==> config.mk <==
export PLATFORM = sky130hd
export DESIGN_NAME = pcie_rx
export DESIGN_NICKNAME = d
export VERILOG_FILES = /design/src/rtl/pcie_pkg.sv /design/src/rtl/pcie_rx_fifo.sv /design/src/rtl/pcie_rx.sv
export SDC_FILE = /design/constraint.sdc
export NUM_CORES = 1
export LEC_CHECK = 0
export CORE_UTILIZATION = 35
export CTS_CLUSTER_DIAMETER = 40
export DETAILED_ROUTE_END_ITERATION = 6
export GPL_TIMING_DRIVEN = 0
export SETUP_SLACK_MARGIN = 0.05
export SLEW_MARGIN = 20
export SYNTH_ARGS = -nofsm -noshare
export SYNTH_HDL_FRONTEND = slang
export SYNTH_SLANG_ARGS = --single-unit
==> constraint.sdc <==
create_clock -name clk -period 8.7 [get_ports clk]
set_clock_uncertainty 0.05 [all_clocks]
set_input_delay 2.61 -clock clk [delete_from_list [all_inputs] [get_ports clk]]
set_output_delay 2.61 -clock clk [all_outputs]
set_load 0.01 [all_outputs]
==> src/rtl/pcie_pkg.sv <==
// Shared constants for the two-lane receive block: FSM state codes and the
// threshold values loaded at reset.
package pcie_pkg;

    localparam logic [2:0] ST_RESET  = 3'd0;
    localparam logic [2:0] ST_INIT   = 3'd1;
    localparam logic [2:0] ST_IDLE   = 3'd2;
    localparam logic [2:0] ST_ACTIVE = 3'd3;
    localparam logic [2:0] ST_ERROR  = 3'd4;

    // Thresholds in force until the first INIT programs new ones.
    localparam logic [1:0] UMBRAL_IN_DEF  = 2'd1;
    localparam logic [2:0] UMBRAL_OUT_DEF = 3'd2;

endpackage

==> src/rtl/pcie_rx_fifo.sv <==
// Synchronous FIFO with a combinational head and an occupancy count.
// The owner guarantees that push never happens while full and that pop
// never happens while empty, so no guarding is done here.
module rx_fifo
    import pcie_pkg::*;
#(
    parameter int DATA_W = 6,
    parameter int DEPTH  = 4
) (
    input  logic                     clk,
    input  logic                     reset_L,
    input  logic                     push,
    input  logic [DATA_W-1:0]        data_in,
    input  logic                     pop,
    output logic [DATA_W-1:0]        head,
    output logic [$clog2(DEPTH):0]   count
);

    localparam int AW = $clog2(DEPTH);

    logic [DATA_W-1:0] mem [DEPTH];
    logic [AW-1:0]     wr_ptr;
    logic [AW-1:0]     rd_ptr;

    // Pointers wrap naturally because DEPTH is a power of two.
    always_ff @(posedge clk or negedge reset_L) begin
        if (!reset_L) begin
            wr_ptr <= '0;
            rd_ptr <= '0;
            count  <= '0;
        end else begin
            if (push) wr_ptr <= wr_ptr + 1'b1;
            if (pop)  rd_ptr <= rd_ptr + 1'b1;
            if (push && !pop)
                count <= count + 1'b1;
            else if (pop && !push)
                count <= count - 1'b1;
        end
    end

    // Payload storage carries no reset; only the pointers define validity.
    always_ff @(posedge clk) begin
        if (push) mem[wr_ptr] <= data_in;
    end

    assign head = mem[rd_ptr];

endmodule

==> src/rtl/pcie_rx.sv <==
// Two-lane receive buffer: each lane fills its own input FIFO, a round-robin
// arbiter merges them one word per cycle into an output FIFO, and the
// consumer reads through a registered data_out/valid_out port.
module pcie_rx
    import pcie_pkg::*;
#(
    parameter int DATA_W    = 6,
    parameter int IN_DEPTH  = 4,
    parameter int OUT_DEPTH = 8
) (
    input  logic              clk,
    input  logic              reset_L,
    input  logic              init,
    input  logic [1:0]        umbral_in,
    input  logic [2:0]        umbral_out,
    input  logic [DATA_W-1:0] data_in0,
    input  logic [DATA_W-1:0] data_in1,
    input  logic              push0,
    input  logic              push1,
    output logic              pause0,
    output logic              pause1,
    input  logic              pop_out,
    output logic [DATA_W-1:0] data_out,
    output logic              valid_out,
    output logic              active_out,
    output logic              idle_out,
    output logic              error_out
);

    localparam int IN_CW  = $clog2(IN_DEPTH) + 1;
    localparam int OUT_CW = $clog2(OUT_DEPTH) + 1;

    logic [2:0]        state;
    logic [2:0]        state_nxt;
    logic [1:0]        umb_in;
    logic [2:0]        umb_out;
    logic              last_lane;

    logic [IN_CW-1:0]  count0;
    logic [IN_CW-1:0]  count1;
    logic [OUT_CW-1:0] count_o;
    logic [DATA_W-1:0] head0;
    logic [DATA_W-1:0] head1;
    logic [DATA_W-1:0] head_o;

    logic              run;
    logic              ne0, ne1, ne_o;
    logic              full0, full1;
    logic              ovf0, ovf1;
    logic              wr0, wr1;
    logic [IN_CW-1:0]  in_thresh;
    logic [OUT_CW-1:0] out_thresh;
    logic              move;
    logic              sel1;
    logic              rd0, rd1;
    logic [DATA_W-1:0] mv_data;
    logic              pop_hit;

    assign run   = (state == ST_IDLE) || (state == ST_ACTIVE);
    assign ne0   = (count0 != '0);
    assign ne1   = (count1 != '0);
    assign ne_o  = (count_o != '0);
    assign full0 = (count0 == IN_CW'(IN_DEPTH));
    assign full1 = (count1 == IN_CW'(IN_DEPTH));

    // A push into a full lane is lost even if the arbiter drains that lane
    // on the same edge; it is reported as overflow instead.
    assign ovf0 = run && push0 && full0;
    assign ovf1 = run && push1 && full1;
    assign wr0  = run && push0 && !full0;
    assign wr1  = run && push1 && !full1;

    assign in_thresh  = IN_CW'(IN_DEPTH) - IN_CW'(umb_in);
    assign out_thresh = OUT_CW'(OUT_DEPTH) - OUT_CW'(umb_out);

    // Lane 1 wins when it is the only one waiting, or when both wait and
    // lane 0 was served last.
    assign sel1    = ne1 && (!ne0 || !last_lane);
    assign move    = run && (count_o < out_thresh) && (ne0 || ne1);
    assign rd0     = move && !sel1;
    assign rd1     = move && sel1;
    assign mv_data = sel1 ? head1 : head0;
    assign pop_hit = pop_out && ne_o;

    rx_fifo #(.DATA_W(DATA_W), .DEPTH(IN_DEPTH)) u_fifo0 (
        .clk     (clk),
        .reset_L (reset_L),
        .push    (wr0),
        .data_in (data_in0),
        .pop     (rd0),
        .head    (head0),
        .count   (count0)
    );

    rx_fifo #(.DATA_W(DATA_W), .DEPTH(IN_DEPTH)) u_fifo1 (
        .clk     (clk),
        .reset_L (reset_L),
        .push    (wr1),
        .data_in (data_in1),
        .pop     (rd1),
        .head    (head1),
        .count   (count1)
    );

    rx_fifo #(.DATA_W(DATA_W), .DEPTH(OUT_DEPTH)) u_fifo_out (
        .clk     (clk),
        .reset_L (reset_L),
        .push    (move),
        .data_in (mv_data),
        .pop     (pop_hit),
        .head    (head_o),
        .count   (count_o)
    );

    // Next-state logic; overflow takes precedence over the idle/active swap.
    always_comb begin
        state_nxt = state;
        case (state)
            ST_RESET:  state_nxt = ST_INIT;
            ST_INIT:   if (!init) state_nxt = ST_IDLE;
            ST_IDLE: begin
                if (ovf0 || ovf1)            state_nxt = ST_ERROR;
                else if (ne0 || ne1 || ne_o) state_nxt = ST_ACTIVE;
            end
            ST_ACTIVE: begin
                if (ovf0 || ovf1)               state_nxt = ST_ERROR;
                else if (!(ne0 || ne1 || ne_o)) state_nxt = ST_IDLE;
            end
            ST_ERROR:  if (init) state_nxt = ST_INIT;
            default:   state_nxt = ST_RESET;
        endcase
    end

    // State register.
    always_ff @(posedge clk or negedge reset_L) begin
        if (!reset_L) state <= ST_RESET;
        else          state <= state_nxt;
    end

    // Thresholds follow the inputs for as long as the FSM sits in INIT.
    always_ff @(posedge clk or negedge reset_L) begin
        if (!reset_L) begin
            umb_in  <= UMBRAL_IN_DEF;
            umb_out <= UMBRAL_OUT_DEF;
        end else if (state == ST_INIT) begin
            umb_in  <= umbral_in;
            umb_out <= umbral_out;
        end
    end

    // Remember which lane was served last; starting at lane 1 gives lane 0
    // the first turn.
    always_ff @(posedge clk or negedge reset_L) begin
        if (!reset_L)  last_lane <= 1'b1;
        else if (move) last_lane <= sel1;
    end

    // Backpressure is registered, so it lags the occupancy by one cycle.
    always_ff @(posedge clk or negedge reset_L) begin
        if (!reset_L) begin
            pause0 <= 1'b0;
            pause1 <= 1'b0;
        end else begin
            pause0 <= (count0 >= in_thresh);
            pause1 <= (count1 >= in_thresh);
        end
    end

    // Read port: a pop on an empty FIFO just drops valid and holds the data.
    always_ff @(posedge clk or negedge reset_L) begin
        if (!reset_L) begin
            data_out  <= '0;
            valid_out <= 1'b0;
        end else begin
            valid_out <= pop_hit;
            if (pop_hit) data_out <= head_o;
        end
    end

    assign active_out = (state == ST_ACTIVE);
    assign idle_out   = (state == ST_IDLE);
    assign error_out  = (state == ST_ERROR);

endmodule

Yosys cells after proc, flatten, opt, wreduce, memory -nomap -nowiden
Memories as Yosys holds them, arrays and structs flattened. A register that Yosys moved wholly into a read port is not among the register bits.
Index checks and enable logic that the tools add are counted.
{"block": "classes", "addsub": 14, "order_cmp": 3, "n_eq_ne": 10, "muxes": 20, "reduce_logical": 43}
{"cell": "$mux 3", "count": 10}
{"cell": "$logic_and 1x1->1", "count": 18}
{"cell": "$pmux 3 s5", "count": 1}
{"cell": "$add 3x1->3 const B", "count": 4}
{"cell": "$logic_not 1->1", "count": 12}
{"cell": "$eq 3x3->1 const B", "count": 3}
{"cell": "$add 2x1->2 const B", "count": 4}
{"cell": "$mux 4", "count": 2}
{"cell": "$eq 3x2->1 const B", "count": 2}
{"cell": "$ge 3x3->1", "count": 2}
{"cell": "$mux 1", "count": 6}
{"cell": "$mux 6", "count": 1}
{"cell": "$reduce_bool 2->1", "count": 3}
{"cell": "$reduce_bool 3->1", "count": 2}
{"cell": "$sub 3x1->3 const B", "count": 2}
{"cell": "$logic_or 1x1->1", "count": 5}
{"cell": "$add 4x1->4 const B", "count": 1}
{"cell": "$lt 4x4->1", "count": 1}
{"cell": "$ne 2x2->1 const B", "count": 2}
{"cell": "$reduce_and 4->1", "count": 1}
{"cell": "$reduce_bool 4->1", "count": 1}
{"cell": "$sub 4x1->4 const B", "count": 1}
{"cell": "$sub 4x3->4 const A", "count": 1}
{"cell": "$eq 3x1->1 const B", "count": 1}
{"cell": "4 further kinds", "count": 4}
{"block": "word_totals", "register_bits": 36, "mem_bits_rw": 96, "input_bits": 23, "out_inout_bits": 12, "wordCells": 109, "n_memories": 3}
{"name": "u_fifo_out.mem", "depth": 8, "word_bits": 6, "read_ports": 1, "rd_clocked_by_memory_dff": 1, "write_ports": 1, "line_no": "pcie_rx_fifo.sv:21", "source": "logic [DATA_W-1:0] mem [DEPTH];"}
{"name": "u_fifo0.mem", "depth": 4, "word_bits": 6, "read_ports": 1, "rd_clocked_by_memory_dff": 0, "write_ports": 1, "line_no": "pcie_rx_fifo.sv:21"}
{"name": "u_fifo1.mem", "depth": 4, "word_bits": 6, "read_ports": 1, "rd_clocked_by_memory_dff": 0, "write_ports": 1, "line_no": "pcie_rx_fifo.sv:21"}

Logic depth before layout (Yosys ltp)
Gate-level depths: netlist (run 1).
{"block": "depth", "word_depth": 9, "mapped_depth": 14}

Cells and area by module
Synthesis (run 1) repeated with hierarchy kept, for this count alone.
{"block": "unflattened", "hier_cells": 361, "hier_area_um2": 6145.9}
{"mod": "rx_fifo (u_fifo0 ...)", "n_inst": 2, "cells_per_inst": 64, "area_per_inst_um2": 1249.9}
{"mod": "rx_fifo (u_fifo_out)", "n_inst": 1, "cells_per_inst": 127, "area_per_inst_um2": 2434.8}
{"mod": "pcie_rx", "n_inst": 1, "cells_per_inst": 106, "area_per_inst_um2": 1211.2}

Worst setup path after synthesis (run 1)
OpenSTA, ideal clock, no wires.
{"block": "synth_path", "path_kind": "in2reg", "startpoint": "input port pop_out", "endpoint": "register u_fifo_out.count[3]", "setup_ns": 0.080, "t_arrival_ns": 4.115, "required_ns": 8.570, "slack_ns": 4.456, "stages": 9, "path_cell_list": "o41ai_4 > buf_2 > ha_1 > inv_1 > ha_1 > a21o_2 > a21oi_1 > mux2i_1 > xnor2_1"}
{"block": "synth_between", "elab_chain_len": 4, "elab_cells_between_ends": 6}
{"element": "start, declared", "line_no": "pcie_rx.sv:22", "source": "input logic pop_out,"}
{"element": "$logic_and 1x1->1 *", "line_no": "pcie_rx.sv:83", "source": "assign pop_hit = pop_out && ne_o;"}
{"element": "$logic_not 1->1", "line_no": "pcie_rx_fifo.sv:34", "source": "if (push && !pop)"}
{"element": "$logic_and 1x1->1", "line_no": "pcie_rx_fifo.sv:34"}
{"element": "$mux 4 or $reduce_bool 2->1 (tied branches)"}
{"element": "end signal, assigned", "line_no": "pcie_rx_fifo.sv:35", "source": "count <= count + 1'b1;"}
{"element": "end signal, assigned", "line_no": "pcie_rx_fifo.sv:37", "source": "count <= count - 1'b1;"}
{"element": "end, declared", "line_no": "pcie_rx_fifo.sv:16", "source": "output logic [$clog2(DEPTH):0] count"}
Mark *: on every way between the ends. The rest lies on a longest branch, timed or not.
A chain may end at the register's enable or synchronous reset.

Worst setup path in the final report (run 1)
Same ends and word-level chain as after synthesis.

==> out/metrics.csv, run 1 <==
stage,metric,value,unit
sta,actual slew at the worst max-slew pin,0.962,ns
setup_path,reg2reg end,u_fifo_out.count[3]$_DFFE_PN0P_,
pwr,Pwr Total,2.84,mW
cts,clock sink total,138,
cts,CTS tree,done,
floorplan,Std-Cell Rows,47,
logic_synthesis,Synth top cells by count,"edfxtp_1 (96), dfrtp_1 (39), nand2_1 (37)",
routing,via-per-instance ratio,4.71,
placed_design,port bufs,34,
layout,Final nets,480,
routing,drt first pass iters,4,
pwr,P_leak,2.68,nW
logic_synthesis,Syn. warnings,0,
sta,Final setup viols,0,
setup_path,"Max stage delay cell, worst path",clkdlybuf4s50_1,
setup_path,critical-path cell list,clkdlybuf4s50_1 > o41ai_4 > buf_2 > ha_1 > inv_1 > ha_1 > a21o_2 > a21oi_1 > mux2i_1 > xnor2_1,
logic_synthesis,ys flop type,edfxtp_1,
sta,fin. max-slew vios,0,
setup_path,CP top delay family,buffers and inverters,
sta,min Tclk post-route,4.50,ns
layout,fillcell total,1519,
logic_synthesis,syn_nets,426,
logic_synthesis,synth unique cells,46,
setup_path,Reg-to-Reg Start,umb_out[1]$_DFFE_PN1P_,
cts,Inserted Clock Buffers,17,
floorplan,Die Y,133,um
layout,Area Growth Syn to Fin,20.6,%
logic_synthesis,most frequent cell after synthesis,edfxtp_1,
status,outcome,"finished, final reports clean",
setup_path,slowest cell delay on critical path,0.46,ns
setup_path,Setup crit end kind,flip-flop,
run,max_cap viols,0,
setup_path,CP max FO,10,
routing,Final Routed Wirelength,10.4,mm
placed_design,Placed Instances,629,
cts,clk_lat worst skew,0.41,ns
routing,Met3 Routed Length,317,um
min_path,Worst Hold Depth,2,
floorplan,initial core utilization,36.0,%
global_routing,gr usage total,13.4,%
logic_synthesis,largest cells by area after synthesis,"edfxtp_1 (48%), dfrtp_1 (16%), mux4_2 (9.0%)",
floorplan,I/O Pins,35,
global_routing,largest net degree at the start of global routing,31,
cts,CTS resizes,0,
floorplan,chip width,133,um
setup_path,Worst Reg2Reg Path Length in Cells,14,
cts,Root Buffer,clkbuf_16,
setup_path,WP depth,10,
routing,Avg WL per Cell,15.7,um
setup_path,CP Launch Type,input port,
routing,DRC,0,
routing,post-route antenna net violation count,0,
sta,Tcrit/Tclk final,51.8,%
routing,DR WL met2,5.25,mm
logic_synthesis,post-synthesis instance total,374,
routing,routed via count,3111,
setup_path,CP startpoint,pop_out,
routing,initial DRC count,254,
logic_synthesis,Synth area leader,edfxtp_1,
floorplan,total core area,0.0167,sq mm
pwr,pwr dens,392,mW/mm^2
layout,Antenna Cells,0,
setup_path,CP endpoint,u_fifo_out.count[3]$_DFFE_PN0P_,
logic_synthesis,post-synthesis async set-or-reset flop share,30.4,%
sta,RSZ-0062 raised after global routing,false,
setup_path,flop-to-flop setup slack,5.34,ns
layout,layout cells sized above 1,18.8,%
global_routing,total congestion overflow,0,
logic_synthesis,Synth Area per Inst,16.1,sq um
setup_path,CP Buf/Inv Count,3,
setup_path,critical path class,in2reg,
logic_synthesis,"FF+latch count, synth",138,
cts,"Clk pin slew, worst setup/hold paths",0.06,ns
cts,post-cts hold buffer count,0,
sta,worst rel slew slack,35.4,%
logic_synthesis,"Seq/Total Area, Yosys",65.5,%
logic_synthesis,share of the synthesized area in the top cell type,47.9,%
global_routing,first-pass GRT wire length,17.8,mm
layout,Finished Layout Cells,661,
routing,WL met1,4.64,mm
sta,Fmax,222,MHz
pwr,Max IR drop VDD,0.179,mV
sta,Final TNS setup,0,ns
global_routing,initial antenna violation count,0,
cts,Post-CTS Setup Inserts,0,
placed_design,dpl ws,3.74,ns
sta,final hold vios,0,
setup_path,crit-path most repeated cell,ha_1,
cts,clk buf depth,2,
global_routing,vias in the first global route,3373,
setup_path,Crit path arrival time,4.79,ns
floorplan,die area,0.0177,sq mm
logic_synthesis,synthesized area,0.00601,sq mm
cts,CTS H-tree depth,4,
placed_design,DP HPWL,7.33,mm
sta,post-route setup slack,4.20,ns
min_path,Min-Delay Path Class,reg2reg,
setup_path,Critical Path RT,8.99,ns
logic_synthesis,number of synthesized flops with an enable pin,96,
placed_design,Placer Congestion,0.754,
routing,top layer reached by signal wires,met4,
-- registers in the layout (all words and copies together), names as in the netlist, 2 cells and up --
register	cells
u_fifo0.count	3
u_fifo_out.mem	48
state	3
data_out	6
umb_in	2
u_fifo1.count	3
u_fifo_out.rd_ptr	3
u_fifo1.mem	24
umb_out	3
u_fifo0.wr_ptr	2
u_fifo_out.count	4
u_fifo0.rd_ptr	2
u_fifo1.rd_ptr	2
u_fifo0.mem	24
u_fifo_out.wr_ptr	3
u_fifo1.wr_ptr	2
-- cell type report --
cell class / count / area (sq um) / share of cell area (%)
multi-input cells: 203 / 1960 / 27.1
repair buffers: 35 / 355 / 4.90
flip-flops and latches: 138 / 3940 / 54.3
inverters: 22 / 85.1 / 1.17
clock buffers: 17 / 425 / 5.87
well taps: 220 / 275 / 3.80
plain buffers: 11 / 51.3 / 0.707
clock inverters: 15 / 158 / 2.17
-- tightest hold or removal path, cell delays in order (launching register included) --
cell and delay (ns):
dfrtp_1 0.34, nand2_1 0.05, o21ai_0 0.06
-- placed cells by master, fill, tap and decap left out, drive strengths merged, types with 7 or more instances in the layout --
cell type	instances
o21ai	15
nand2	37
ha	26
clkbuf	18
mux4	24
and2	9
buf	12
mux2	7
edfxtp	96
inv	22
xnor2	15
nor2	10
mux2i	7
clkinv	10
dfrtp	39
clkdlybuf4s50	33
-- power by group --
group	internal [mW]	switching, mW
logic	0.485	0.567
registers	0.958	0.123
clock network	0.444	0.263
-- how the worst min path moves through the flow --
stage / from / end
floorplan: last_lane$_DFFE_PN1P_ / last_lane$_DFFE_PN1P_
global placement: data_out[2]$_DFFE_PN0P_ / data_out[2]$_DFFE_PN0P_
detailed placement: data_out[2]$_DFFE_PN0P_ / data_out[2]$_DFFE_PN0P_
CTS: last_lane$_DFFE_PN1P_ / last_lane$_DFFE_PN1P_
global route: last_lane$_DFFE_PN1P_ / last_lane$_DFFE_PN1P_
finish: data_out[0]$_DFFE_PN0P_ / data_out[0]$_DFFE_PN0P_
-- metal layers --
layer	up-vias	track usage, %
li1	1503	-
met1	1557	16.7
met2	38	21.9
met3	13	3.87
met4	0	5.75
met5	-	0
-- logic make-up (layout without fill, tap and decap cells) --
group | Yosys count | count (layout) | share of synthesized area [%]
simple gates | 80 | 80 | 6.66
buf+inv | 33 | 100 | 2.27
compound gates | 35 | 35 | 4.58
fa+ha+maj | 30 | 30 | 6.58
xor+xnor | 20 | 20 | 2.91
mux | 38 | 38 | 11.5
flops | 138 | 138 | 65.5
-- per-stage QoR --
step	instance area, sq um	utilization [%]	hold WS (ns)
floorplan	6010	-	0.410
global placement	6630	39.7	0.413
detailed placement	6670	39.9	0.428
CTS	7250	43.4	0.439
global route	7250	43.4	0.481
finish	7250	43.4	0.430
No activity file was read; power rests on OpenSTA's default activity.
==> inputs of run 2 (changes only) <==
Clock period 8.7 ns to 3.7 ns, I/O delays scaled along.
==> results of run 2 <==
Same layout as run 1 (identical final DEF). Status: finished, final reports clean.
Among the figures that moved: setup slack after placement 3.74 ns -> 0.240 ns; setup slack after layout 4.20 ns -> 0.340 ns; start point of the critical path pop_out -> umb_out[1]$_DFFE_PN1P_; register-to-register setup slack 5.34 ns -> 0.34 ns; total power 2.84 mW -> 6.68 mW; worst IR drop on VDD 0.179 mV -> 0.420 mV
==> inputs of run 3 (changes only) <==
Settings changed: CELL_PAD_IN_SITES_DETAIL_PLACEMENT set to 0, CELL_PAD_IN_SITES_GLOBAL_PLACEMENT set to 2, HOLD_SLACK_MARGIN set to 0.08, PLACE_DENSITY_LB_ADDON set to 0.1.
==> out/metrics.csv, run 3 (synthesized netlist as in run 1, its figures left out) <==
stage,metric,value,unit,change
setup_path,Setup crit end kind,flip-flop,,
pwr,Max IR drop VDD,0.377,mV,
cts,clk_lat worst skew,0.42,ns,about the same
layout,Antenna Cells,0,,unchanged
layout,Finished Layout Cells,661,,unchanged
sta,Final setup viols,0,,unchanged
sta,Fmax,293,MHz,
setup_path,Critical Path RT,3.99,ns,
setup_path,flop-to-flop setup slack,0.29,ns,
min_path,Hold Startpoint,data_out[0]$_DFFE_PN0P_,,
min_path,Worst Hold End,data_out[0]$_DFFE_PN0P_,,
global_routing,total congestion overflow,0,,unchanged
layout,Largest regs,"u_fifo_out.mem: 48 flops, u_fifo0.mem: 24 flops, u_fifo1.mem: 24 flops",,
routing,Avg WL per Cell,15.8,um,+0.80%
status,outcome,"finished, final reports clean",,
pwr,Pwr Total,6.63,mW,
global_routing,gr usage total,13.1,%,-0.33 points
layout,Final nets,480,,unchanged
cts,post-cts hold buffer count,0,,unchanged
cts,CTS H-tree depth,4,,unchanged
setup_path,reg2reg end,u_fifo_out.count[3]$_DFFE_PN0P_,,
setup_path,Worst Reg2Reg Path Length in Cells,14,,unchanged
floorplan,total core area,0.0167,sq mm,unchanged
sta,worst rel slew slack,34.7,%,-0.67 points
global_routing,largest net degree at the start of global routing,28,,-9.7%
global_routing,met2 GRT Util,21.9,%,+0.058 points
routing,post-route antenna net violation count,0,,unchanged
pwr,P_leak,2.67,nW,-0.51%
global_routing,initial antenna violation count,0,,unchanged
setup_path,Crit path arrival time,3.71,ns,
placed_design,Placed Instances,629,,unchanged
sta,actual slew at the worst max-slew pin,0.972,ns,+0.00999 ns
floorplan,initial core utilization,36.0,%,unchanged
min_path,Min-Delay Path Class,reg2reg,,
cts,clk buf depth,2,,unchanged
floorplan,I/O Pins,35,,unchanged
placed_design,Placer Congestion,0.719,,-4.7%
setup_path,CP Buf/Inv Count,3,,unchanged
cts,"Clk pin slew, worst setup/hold paths",0.06,ns,about the same
setup_path,CP top delay family,compound AO/OA/AOI/OAI gates,,
floorplan,Std-Cell Rows,47,,unchanged
setup_path,critical path class,reg2reg,,
routing,initial DRC count,213,,-16%
setup_path,CP max FO,8,,
sta,Final TNS setup,0,ns,unchanged
floorplan,Die Y,133,um,unchanged
global_routing,vias in the first global route,3267,,-3.1%
floorplan,die area,0.0177,sq mm,unchanged
sta,Tcrit/Tclk final,92.3,%,
routing,DRC,0,,unchanged
setup_path,slowest cell delay on critical path,0.52,ns,
sta,min Tclk post-route,3.41,ns,
cts,CTS resizes,0,,unchanged
setup_path,"Max stage delay cell, worst path",dfstp_2,,
floorplan,chip width,133,um,unchanged
sta,final hold vios,0,,unchanged
cts,clock sink total,138,,unchanged
global_routing,first-pass GRT wire length,17.1,mm,-3.7%
sta,fin. max-slew vios,0,,unchanged
setup_path,CP Launch Type,flip-flop,,
min_path,Worst Hold Depth,2,,unchanged
layout,final design utilization,43.4,%,about the same
layout,layout cells sized above 1,19.5,%,+0.68 points
setup_path,Reg-to-Reg Start,umb_out[1]$_DFFE_PN1P_,,
placed_design,port bufs,34,,unchanged
global_routing,"Most Used Layer, Global Route",met2,,
sta,RSZ-0062 raised after global routing,false,,
cts,Root Buffer,clkbuf_16,,
pwr,pwr dens,915,mW/mm^2,
cts,Post-CTS Setup Inserts,0,,unchanged
setup_path,crit-path most repeated cell,ha_1,,
routing,routed via count,3068,,-1.4%
cts,Inserted Clock Buffers,17,,unchanged
placed_design,DP HPWL,7.47,mm,+1.9%
layout,"commonest cells after routing, fill and taps aside","edfxtp_1 (96), dfrtp_1 (39), nand2_1 (37), clkdlybuf4s50_1 (33), ha_1 (26)",,
setup_path,critical-path cell list,inv_1 > ha_1 > xor2_1 > ha_1 > o21ai_1 > o21ai_4 > inv_4 > ha_1 > inv_1 > ha_1 > a21o_2 > a21oi_1 > mux2i_1 > xnor2_1,,
cts,CTS tree,done,,
routing,drt first pass iters,4,,unchanged
layout,max FFs per register,48,,unchanged
routing,Final Routed Wirelength,10.5,mm,+0.80%
layout,Area Growth Syn to Fin,20.5,%,about the same
layout,Top reg by flops,u_fifo_out.mem,,
global_routing,GRT met1 Usage,15.8,%,-0.87 points
run,max_cap viols,0,,unchanged
routing,via-per-instance ratio,4.64,,-1.4%
global_routing,GR met3 Demand/Resource,3.95,%,+0.077 points
layout,"commonest non-fill, non-tap cell in the layout",edfxtp_1,,
[run 3: worst register-to-register path: stages, from the launching register on]
cell and delay, ns:
dfstp_2 0.52, inv_1 0.05, ha_1 0.20, xor2_1 0.15, ha_1 0.27, o21ai_1 0.51
o21ai_4 0.19, inv_4 0.13, ha_1 0.17, inv_1 0.09, ha_1 0.28, a21o_2 0.18
a21oi_1 0.18, mux2i_1 0.24, xnor2_1 0.13
[run 3: layout make-up]
| class | instances | area [sq um] |
|---|---|---|
| plain buffers | 11 | 51.3 |
| clock buffers | 17 | 425 |
| clock inverters | 15 | 151 |
| fillers | 1555 | 9460 |
| inverters | 22 | 85.1 |
| multi-input cells | 203 | 1960 |
| flip-flops and latches | 138 | 3940 |
| well taps | 220 | 275 |
| repair buffers | 35 | 355 |
[run 3: routing by layer]
| layer | vias to the layer above | wire [um] |
|---|---|---|
| met5 | - | 0 |
| met3 | 6 | 279 |
| li1 | 1493 | - |
| met1 | 1532 | 4700 |
| met4 | 0 | 92 |
| met2 | 37 | 5380 |
[run 3: stage by stage]
step | area, sq um | worst slack (ns) | hold WS [ns]
2_1_floorplan | 6010 | 0.673 | 0.410
3_3_place_gp | 6630 | 0.0393 | 0.411
3_5_place_dp | 6670 | 0.129 | 0.424
4_1_cts | 7250 | 0.278 | 0.437
5_1_grt | 7250 | 0.0904 | 0.451
6_report | 7250 | 0.287 | 0.424
[run 3: worst max-delay path by stage]
stage | startpoint | to | slack [ns] | depth (start not counted)
4_1_cts | umb_out[1]$_DFFE_PN1P_ | u_fifo_out.count[3]$_DFFE_PN0P_ | 0.28 | 14
6_report | umb_out[1]$_DFFE_PN1P_ | u_fifo_out.count[3]$_DFFE_PN0P_ | 0.29 | 14
3_3_place_gp | reset_L | u_fifo0.wr_ptr[0]$_DFFE_PN0P_ | 0.04 | 1
3_5_place_dp | push0 | u_fifo0.count[2]$_DFFE_PN0P_ | 0.13 | 9
2_1_floorplan | umb_out[1]$_DFFE_PN1P_ | u_fifo_out.count[3]$_DFFE_PN0P_ | 0.67 | 14
5_1_grt | umb_out[1]$_DFFE_PN1P_ | u_fifo_out.count[3]$_DFFE_PN0P_ | 0.09 | 14
[run 3: where the power goes]
group          internal, mW  switching [mW]  leakage [nW]  total, mW
Sequential             2.25           0.293          1.36       2.55
Clock                 0.988           0.644         0.269       1.63
Combinational          1.13            1.32          1.03       2.45
==> edit, RTL diff (settings of run 2) <==
`DATA_W` is set to 6 in 2 places; all go to 12.
--- a/src/rtl/pcie_rx_fifo.sv
+++ b/src/rtl/pcie_rx_fifo.sv
@@ -4,7 +4,7 @@
 module rx_fifo
     import pcie_pkg::*;
 #(
-    parameter int DATA_W = 6,
+    parameter int DATA_W = 12,
     parameter int DEPTH  = 4
 ) (
     input  logic                     clk,
--- a/src/rtl/pcie_rx.sv
+++ b/src/rtl/pcie_rx.sv
@@ -4,7 +4,7 @@
 module pcie_rx
     import pcie_pkg::*;
 #(
-    parameter int DATA_W    = 6,
+    parameter int DATA_W    = 12,
     parameter int IN_DEPTH  = 4,
     parameter int OUT_DEPTH = 8
 ) (
Interface: changed (resized data_in0, data_in1 and data_out); port bits go from 35 to 53. No check against the original RTL was run, so the function may have changed too.
==> edit against run 2 <==
Global-route usage increased by 0.60 points; wire length is 82% higher; area after synthesis up 64%; critical path type unchanged; sequential power is 67% higher; non-clock buffer count rose by 36; design area increased by 68%; setup slack improved by 0.053 ns; cell count rose by 58%; power rose by 70%; utilization increased by 1.3 points; sequential cell count grew 102.
==> edit: results (changes against run 2) <==
[synth]
synthAdderAreaFrac = 0.04020  ; was 0.06575
syn-num-nets = 608  ; was 426
netlist-cell-type-count = 48  ; was 46
synthTopCellsByArea = edfxtp_1, dfrtp_1, mux4_2  ; unchanged
synth_edf_count = 192  ; was 96
synth-compound-area-share = 0.03193  ; was 0.04578
syn-mean-instance-area_um2 = 18.08  ; was 16.08 µm²
synth-seq-area-share = 0.7088  ; was 0.6548
synthArstFlopShare = 0.2000  ; was 0.3043
muxShareOfSynthArea = 0.1316  ; was 0.1153

[power_and_ir_drop]
power_leakage_nw = 4.366  ; was 2.681 nW

[drt]
wirelength_um = 18860  ; was 10370 µm
vias_per_cell = 4.704  ; was 4.707
first_pass_iters = 6  ; was 4
drtIter0Drc = 236  ; was 254

[placed_design]
pre_cts_slack_ns = 0.1698  ; was 0.2400 ns
dp_cells = 979  ; was 629
dpl-instance-area_um2 = 10940  ; was 6669 µm²
place.gp.congestion = 0.7208  ; was 0.7543

[timing]
timing.fmax_ghz = 0.3024  ; was 0.2976 GHz

[grt]
grt_usage = 0.1405  ; was 0.1344
grt_start_max_net_pins = 49  ; was 31

[setup_path]
cp.arrival_ns = 3.67  ; was 3.65 ns

[clocking]
cts_buffers = 37  ; was 17
cts_htree_levels = 2  ; was 4
clock_latency_ns = 0.51  ; was 0.41 ns
cts_buffer_depth = 3  ; was 2

[finish]
finish.net_count = 710  ; was 480
top_regs = u_fifo_out.mem: 96 flops, u_fifo0.mem: 48 flops, u_fifo1.mem: 48 flops  ; was u_fifo_out.mem: 48 flops, u_fifo0.mem: 24 flops, u_fifo1.mem: 24 flops
seqCellArea_um2 = 6970  ; was 3938 µm²

[outcome]
status = complete, no violations  ; unchanged

## edit: cell types whose count changed after synthesis, moves of 2 or more
cell	before	now
edfxtp_1	96	192
mux2i_1	7	13
buf_2	5	10
o21ai_0	13	19
buf_6	0	2
dfrtp_1	39	45
mux4_2	24	48
nand2_1	37	61
## edit: per-layer routing
metal / vias to the layer above / routed length (µm) / GRT usage
li1: 2297 / - / -
met1: 2502 / 7708 / 0.1675
met2: 95 / 9982 / 0.2512
met3: 31 / 805 / 0.02729
met4: 0 / 367 / 0.05053
met5: - / 0 / 0
## edit: power by group
| group | internal (mW) | switching, mW |
|---|---|---|
| sequential | 3.89 | 0.353 |
| clock | 2.16 | 1.25 |
| combinational | 1.62 | 2.06 |
## edit: worst max-delay path, cell delays in order (launching register included)
cell and delay [ns]:
dfstp_2 0.52, inv_1 0.05, ha_1 0.27, inv_1 0.04, ha_1 0.30, a211oi_4 0.40, o21ai_4 0.19, inv_4 0.13
ha_1 0.17, inv_1 0.09, ha_1 0.28, a21o_2 0.18, a21oi_1 0.16, mux2i_1 0.23, xnor2_1 0.15
## edit: cell families after synthesis
kind of cell | after synthesis
buf+inv | 41
mux | 68
simple gates | 103
flops | 240
xor+xnor | 20
fa+ha+maj | 30
compound gates | 42
## edit: layout make-up
| type | count | share of cell area |
|---|---|---|
| inverter | 22 | 0.006982 |
| sequential | 240 | 0.5720 |
| multi-input combinational | 263 | 0.2226 |
| timing repair buffer | 63 | 0.04898 |
| clock buffer | 42 | 0.08101 |
| clock inverter | 26 | 0.02115 |
| tap | 372 | 0.03820 |
| buffer | 19 | 0.009036 |
## edit: timing repair
| action | 4_1_cts | 5_1_grt |
|---|---|---|
| buffers inserted | 0 | 0 |
| endpoints found under the setup margin | 0 | 1 |
| resized for setup | 0 | 1 |
